$ cat src/rtl/ddr_tgt_rx.sv
// Receive side of the DDR target link: decodes preamble/data/parity words carried on both SCL
// edges and emits accepted command words, register-file byte writes and the trailing CRC.
module ddr_tgt_rx #(
   parameter logic [9:0]  ADDR_BASE    = 10'd0,
   parameter int unsigned MIN_EDGE_GAP = 2
) (
   input  logic        i_sys_clk,
   input  logic        i_sys_rst,
   input  logic        i_tgt_en,
   input  logic        i_scl,
   input  logic        i_sda,
   output logic        o_cmd_valid,
   output logic [15:0] o_cmd_word,
   output logic        o_regf_wr_en,
   output logic [7:0]  o_regf_data,
   output logic [9:0]  o_regf_addr,
   output logic        o_crc_valid,
   output logic [4:0]  o_crc_value,
   output logic        o_frame_done,
   output logic        o_err,
   output logic [1:0]  o_err_type
);

   typedef enum logic [2:0] {
      StIdle, StPre, StData, StPar, StCrcTok, StCrcVal, StErr
   } state_e;

   if (MIN_EDGE_GAP < 1) begin : g_gap_check
      $error("MIN_EDGE_GAP must be at least 1");
   end

   state_e      state_q;
   logic        scl_q, live_q, first_q, is_cmd_q, pend2_q;
   logic [4:0]  cnt_q;
   logic [14:0] shift_q;
   logic [15:0] word_q;
   logic        cmd_valid_q, wr_en_q, crc_valid_q, frame_done_q, err_q;
   logic [15:0] cmd_word_q;
   logic [7:0]  data_q;
   logic [9:0]  addr_q;
   logic [4:0]  crc_value_q;
   logic [1:0]  err_type_q;

   logic        scl_edge;
   logic [15:0] word_in;
   logic [1:0]  par_exp;

   // live_q masks the cycle in which reset is released so a stale scl_q is not seen as an edge.
   assign scl_edge = live_q && (i_scl != scl_q);
   assign word_in  = {shift_q, i_sda};
   assign par_exp  = {^(word_q & 16'hAAAA), ~^(word_q & 16'h5555)};

   always_ff @(posedge i_sys_clk or negedge i_sys_rst) begin
      if (!i_sys_rst) begin
         state_q      <= StIdle;
         scl_q        <= 1'b0;
         live_q       <= 1'b0;
         first_q      <= 1'b0;
         is_cmd_q     <= 1'b0;
         pend2_q      <= 1'b0;
         cnt_q        <= '0;
         shift_q      <= '0;
         word_q       <= '0;
         cmd_valid_q  <= 1'b0;
         cmd_word_q   <= '0;
         wr_en_q      <= 1'b0;
         data_q       <= '0;
         addr_q       <= ADDR_BASE;
         crc_valid_q  <= 1'b0;
         crc_value_q  <= '0;
         frame_done_q <= 1'b0;
         err_q        <= 1'b0;
         err_type_q   <= '0;
      end else begin
         scl_q        <= i_scl;
         live_q       <= 1'b1;
         cmd_valid_q  <= 1'b0;
         wr_en_q      <= 1'b0;
         crc_valid_q  <= 1'b0;
         frame_done_q <= 1'b0;
         if (wr_en_q) begin
            addr_q <= addr_q + 10'd1;
         end
         if (!i_tgt_en) begin
            state_q    <= StIdle;
            cnt_q      <= '0;
            shift_q    <= '0;
            pend2_q    <= 1'b0;
            err_q      <= 1'b0;
            err_type_q <= '0;
         end else begin
            if (pend2_q) begin
               wr_en_q <= 1'b1;
               data_q  <= word_q[7:0];
               pend2_q <= 1'b0;
            end
            if (scl_edge && state_q != StErr) begin
               cnt_q   <= cnt_q + 5'd1;
               shift_q <= word_in[14:0];
               unique case (state_q)
                  // The starting edge already carries the first preamble bit.
                  StIdle: begin
                     state_q <= StPre;
                     first_q <= 1'b1;
                     addr_q  <= ADDR_BASE;
                  end
                  StPre: begin
                     if (cnt_q == 5'd1) begin
                        cnt_q   <= '0;
                        shift_q <= '0;
                        if (word_in[1:0] == 2'b01 && first_q) begin
                           state_q  <= StData;
                           is_cmd_q <= 1'b1;
                        end else if (word_in[1:0] == 2'b10 && !first_q) begin
                           state_q  <= StData;
                           is_cmd_q <= 1'b0;
                        end else if (word_in[1:0] == 2'b01) begin
                           state_q <= StCrcTok;
                        end else begin
                           state_q    <= StErr;
                           err_q      <= 1'b1;
                           err_type_q <= 2'b11;
                        end
                     end
                  end
                  StData: begin
                     if (cnt_q == 5'd15) begin
                        word_q  <= word_in;
                        state_q <= StPar;
                        cnt_q   <= '0;
                        shift_q <= '0;
                     end
                  end
                  StPar: begin
                     if (cnt_q == 5'd1) begin
                        cnt_q   <= '0;
                        shift_q <= '0;
                        if (word_in[1:0] == par_exp) begin
                           state_q <= StPre;
                           first_q <= 1'b0;
                           if (is_cmd_q) begin
                              cmd_word_q  <= word_q;
                              cmd_valid_q <= 1'b1;
                           end else begin
                              wr_en_q <= 1'b1;
                              data_q  <= word_q[15:8];
                              pend2_q <= 1'b1;
                           end
                        end else begin
                           state_q    <= StErr;
                           err_q      <= 1'b1;
                           err_type_q <= 2'b01;
                        end
                     end
                  end
                  StCrcTok: begin
                     if (cnt_q == 5'd3) begin
                        cnt_q   <= '0;
                        shift_q <= '0;
                        if (word_in[3:0] == 4'hC) begin
                           state_q <= StCrcVal;
                        end else begin
                           state_q    <= StErr;
                           err_q      <= 1'b1;
                           err_type_q <= 2'b10;
                        end
                     end
                  end
                  StCrcVal: begin
                     if (cnt_q == 5'd4) begin
                        cnt_q        <= '0;
                        shift_q      <= '0;
                        crc_value_q  <= word_in[4:0];
                        crc_valid_q  <= 1'b1;
                        frame_done_q <= 1'b1;
                        state_q      <= StIdle;
                     end
                  end
                  default: ;
               endcase
            end
         end
      end
   end

   assign o_cmd_valid  = cmd_valid_q;
   assign o_cmd_word   = cmd_word_q;
   assign o_regf_wr_en = wr_en_q;
   assign o_regf_data  = data_q;
   assign o_regf_addr  = addr_q;
   assign o_crc_valid  = crc_valid_q;
   assign o_crc_value  = crc_value_q;
   assign o_frame_done = frame_done_q;
   assign o_err        = err_q;
   assign o_err_type   = err_type_q;

endmodule

$ cat config.mk
export PLATFORM = sky130hd
export DESIGN_NAME = ddr_tgt_rx
export DESIGN_NICKNAME = d
export VERILOG_FILES = /design/src/rtl/ddr_tgt_rx.sv
export SDC_FILE = /design/constraint.sdc
export NUM_CORES = 1
export LEC_CHECK = 0
export BUFFER_PORTS_ARGS = -buffer_cell sky130_fd_sc_hd__buf_2
export CAP_MARGIN = 30
export CORE_ASPECT_RATIO = 1.4
export CORE_UTILIZATION = 25
export CTS_CLUSTER_SIZE = 20
export DETAILED_ROUTE_END_ITERATION = 7
export HOLD_SLACK_MARGIN = 0.06
export PLACE_DENSITY = 0.53
export SLEW_MARGIN = 40
export SYNTH_ARGS = -nofsm -noshare
export SYNTH_HDL_FRONTEND = slang
export SYNTH_SLANG_ARGS = --single-unit
export TNS_END_PERCENT = 10
$ cat constraint.sdc
create_clock -name i_sys_clk -period 3.1 [get_ports i_sys_clk]
set_clock_uncertainty 0.05 [all_clocks]
set_input_delay 0.465 -clock i_sys_clk [delete_from_list [all_inputs] [get_ports i_sys_clk]]
set_output_delay 0.465 -clock i_sys_clk [all_outputs]
set_load 0.1 [all_outputs]
# After elaboration in Yosys (flattened, before gate mapping)
# Index checks and enable logic that the tools add are counted.
dict set report classes {
  n_addsub 2
  n_eq_ne 30
  n_mux 87
  reduce_logical 18
}
# cell count
set ops {}
lappend ops {{2-to-1 mux 15 bit} 6}
lappend ops {{one-hot mux 15 bit (4 select lines)} 1}
lappend ops {{2-to-1 mux 8 bit} 6}
lappend ops {{2-to-1 mux 10 bit} 4}
lappend ops {{2-to-1 mux 1 bit} 37}
lappend ops {{!= test 3 bit (second input constant)} 11}
lappend ops {{2-to-1 mux 3 bit} 10}
lappend ops {{2-to-1 mux 5 bit} 6}
lappend ops {{2-to-1 mux 2 bit} 12}
lappend ops {{one-hot mux 5 bit (4 select lines)} 1}
lappend ops {{one-hot mux 3 bit (6 select lines)} 1}
lappend ops {{XNOR reduction 16 bit} 1}
lappend ops {{parity 16 bit} 1}
lappend ops {{adder 10 x 1 -> 10 bit (second input constant)} 1}
lappend ops {{AND reduction 10 bit} 1}
lappend ops {{AND reduction 5 bit} 2}
lappend ops {{AND reduction 4 bit} 2}
lappend ops {{!= test 7 x 1 -> 1 bit (second input constant)} 1}
lappend ops {{AND reduction 7 bit} 1}
lappend ops {{== test 3 x 2 -> 1 bit (second input constant)} 2}
lappend ops {{== test 3 bit (second input constant)} 2}
lappend ops {{one-hot mux 2 bit (3 select lines)} 1}
lappend ops {{AND reduction 6 bit} 1}
lappend ops {{adder 5 x 1 -> 5 bit (second input constant)} 1}
lappend ops {{20 further kinds} 25}
dict set report word_totals {
  ff_bits 89
  input_bits 5
  output_inout_bits 46
  word_cells 155
}

# Depth between registers and ports, before layout
dict set report depth {
  word_depth 8
  ltp_mapped 9
  depth_no_buf 8
}

# Least setup slack after synthesis
# Ideal clock, no wire load.
dict set report synth_timing {
  path_kind {reg2reg}
  start {reg word_q[4]}
  end {reg cmd_word_q[10] (netlist: o_cmd_word[10])}
  setup_ps 125
  arrival_time_ps 2210
  required_time_ps 2925
  slack_ps 714
  path_stages_with_launch 9
  path_buffers 2
  synth_period_minus_slack_ps 2386
  cell_sequence {dfrtp_1 xnor2_1 xnor3_1 xnor2_1 nand4_2 or2_1 buf_6 buf_12 mux2_4}
}
dict set report synth_between {
  elab_chain_cells 3
}
# item line_no
set synth_lines {}
lappend synth_lines {{start, declared} 36} ;# logic [15:0] word_q;
lappend synth_lines {{start signal, assigned} 128} ;# word_q <= word_in;
lappend synth_lines {{XNOR reduction 16 bit} 51} ;# assign par_exp = {^(word_q & 16'hAAAA), ~^(word_q & 16'h5555)};
lappend synth_lines {{== test 2 bit} 138} ;# if (word_in[1:0] == par_exp) begin
lappend synth_lines {{AND reduction 6 bit (no line)} -}
lappend synth_lines {{end signal, assigned} 142} ;# cmd_word_q <= word_q;
lappend synth_lines {{end, declared} 38} ;# logic [15:0] cmd_word_q;
# No other way between the ends.
# A chain may end at the register's enable or synchronous reset.

# Worst setup path after layout
dict set report layout_timing {
  start {reg word_q[4]}
  end {reg cmd_word_q[9] (netlist: o_cmd_word[9])}
}
# Same word-level chain as after synthesis.

==> flow_summary.ini <==
[run_status]
status = complete, but fails checks
violations = design-rule violations

[critical_path]
required_ns = 3.27
cp-start-kind = register
crit_fanout = 16
ff2ff_setup_slack_ns = 0.34
critPathKind = register to register
cp.arrival_ns = 2.93
endpoint_kind = register
max_stage_delay_ns = 0.58
r2r_start = word_q[4]
reg2reg_depth = 6
path_cells = xnor2_1, xnor3_1, xnor2_1, nand4_2, or2_2, mux2_4
worst-path-buf-inv = 0
timing.rr.end = o_cmd_word[9]
cp_top_family = XOR/XNOR gates
cpMaxStageDelayCell = or2_2
crit_top_cell = xnor2_1

[floorplanning]
die_h_um = 155
core_um2 = 16300
die_w_um = 111
die-area_um2 = 17300
start_util_pct = 25.7
rows = 55
io_pins = 51

[placement]
place_area_um2 = 4680
place.gp.congestion = 0.824
place_inst = 597
dpl.hpwl_um = 6790
portBuffers = 50

[power_and_ir_drop]
p_sw_mw = 0.648
ir_worst_vdd_mv = 0.210
pwr-share-clk_pct = 42.3
swShare_pct = 25.8
power.leakage_nw = 2.49
p_per_area_nw_per_um2 = 506
power_frac_comb_pct = 9.7
intPower_mw = 1.86
p_seq_share_pct = 48.0

[cells_and_area]
area_growth_syn_to_layout_pct = 18.5
multi_input_area_um2 = 1840
fill_cells = 1661
design_area_um2 = 4960
mostFrequentLayoutCell = dfrtp_1
drive_gt1_share_pct = 30.5
antenna_cells = 0
register_area_um2 = 2230
final_cell_mix = dfrtp_1 (89), buf_2 (49), nor2_1 (35)
fin_util_pct = 30.4
fin_cells = 612
layout.nets = 420

[yosys]
yosys_warnings = 0
syn_avg_cell_area_um2 = 11.7
synthDistinctLibCells = 51
synth_top_family_by_area = simple AND/OR/NAND/NOR gates
synth_cells = 357
synth_fa_ha_area_share_pct = 1.79
async_flop_share_pct = 100
synth-compound-area-share_pct = 11.7
synth_edf_count = 0
syn_area_um2 = 4190
ys_seq_area_share_pct = 53.2
synth-seq-cells = 89
ys.flop_type = dfrtp_1
synth_xor_area_share_pct = 6.06
yosys.area_share.simple_pct = 12.5
syn_nets = 368
synth_mux_area_share_pct = 11.6

[drt]
drc_errors = 13
dr.pass1.iters = 7
met2_length_um = 4780
drt-met1-wl_um = 4170
vias = 2867
wl_met3_um = 345
vias_per_cell = 4.68
ant_nets = 0
wire_per_inst_um = 15.5
dr.max_layer_used = met4
routed_wl_um = 9480
drt_iter0_markers = 185

[timing]
worst_pin_slew_ns = 0.793
timing.final.max_slew_violations = 0
whs_ns = 0.102
setup_viol = 0
timing.final.crit_share_pct = 89.0
relSlewSlack_pct = 47.1
hold_viol = 0
grt_setup_unrepaired = false
min_period_ns = 2.76
clock.fmax_mhz = 363
tns_ns = 0

[clock_network]
cts_resized = 0
cts_root_buffer = clkbuf_16
cts.clk_slew.worst_paths_ns = 0.06
htree_num_levels = 3
clock_sinks = 89
cts_buffer_depth = 2
cts_setup_buffers = 0
hold_buffers = 0
cts_buffers = 9
clk_latency_ns = 0.34
cts_tree = done

[global_routing]
grt_pass1_vias = 2978
grt_pass1_wl_um = 15900
antenna_found_initial = 0
grt.total_usage_pct = 11.9
grt_max_degree = 90
grt-ovfl-total = 0

[hold_path]
hold_class = primary input to asynchronous set/reset pin

[flow_run]
drv_cap = 0
[cell usage after synthesis, types with 2 or more instances]
library cell	number	share of area (%)
inv_1	10	0.90
nand3_1	8	0.96
a31oi_1	5	0.75
and2_1	2	0.30
nand2_1	27	2.4
o221a_2	9	2.4
nand3b_1	2	0.36
mux2_2	28	7.5
mux2i_1	2	0.48
dfrtp_1	89	53
clkbuf_1	12	1.1
mux2_4	10	3.6
xnor2_1	13	2.7
xnor3_1	2	1.1
xor2_1	9	1.9
buf_2	2	0.24
ha_1	6	1.8
a22o_1	17	3.6
a22oi_1	2	0.36
and3_1	3	0.45
or4_1	2	0.36
a21boi_0	3	0.54
nor2b_1	2	0.30
a21oi_1	8	0.96
nor3_1	4	0.48
nand2b_1	12	1.8
o21ai_0	7	0.84
nand4_1	4	0.60
nor2_1	35	3.1
[state kept, by name, indices dropped and copies added (netlist names)]
signal        count
o_cmd_valid       1
o_err_type        2
word_q           16
scl_q             1
o_crc_value       5
o_err             1
first_q           1
cnt_q             5
o_regf_wr_en      1
o_frame_done      1
pend2_q           1
o_cmd_word       16
state_q           3
shift_q          15
is_cmd_q          1
o_regf_data       8
o_regf_addr      10
live_q            1
[final cells by class]
cell class	count	share of cell area (%)
clock buffers	11	4.69
clock inverters	4	1.11
inverters	10	0.756
multi-input cells	241	37.0
flip-flops and latches	89	44.9
well taps	199	5.02
repair buffers	58	6.55
[per-layer routing]
metal,up-vias,GRT usage (%)
li1,1366,-
met1,1433,14.5
met2,57,20.2
met3,11,2.57
met4,0,5.15
met5,-,0
[metrics by stage]
stage	worst slack, ns	power [mW]
6_report	0.342	2.51
3_5_place_dp	0.226	1.47
3_3_place_gp	0.307	1.47
4_1_cts	0.208	2.55
2_1_floorplan	0.714	1.39
5_1_grt	0.215	2.62
[cells by family (layout without fill, tap and decap cells)]
kind of cell / Yosys count / in the layout
flip-flops: 89 / 89
multiplexers: 40 / 40
adder cells (fa/ha/maj): 6 / 6
AO/OA/AOI/OAI: 62 / 62
AND/OR/NAND/NOR: 107 / 107
buffers and inverters: 27 / 83
other: 1 / 1
XOR/XNOR: 25 / 25
[power groups by stage]
stage	Combinational, mW	Clock [mW]	Sequential [mW]
floorplan	0.0989	0	1.29
global placement	0.245	0	1.23
detailed placement	0.247	0	1.23
CTS	0.247	1.09	1.20
global route	0.267	1.14	1.21
finish	0.243	1.06	1.20
[how the worst max path moves through the flow]
stage | start | endpoint | slack (ns) | depth (start not counted)
after floorplan | word_q[4] | o_cmd_word[10] | 0.71 | 8
after detailed placement | word_q[4] | o_cmd_word[8] | 0.23 | 6
after CTS | word_q[4] | o_cmd_word[8] | 0.21 | 6
after global placement | word_q[4] | o_cmd_word[4] | 0.31 | 6
after global routing | word_q[4] | o_cmd_word[6] | 0.22 | 6
final | word_q[4] | o_cmd_word[9] | 0.34 | 6
Power figures use the tool's default switching activity.
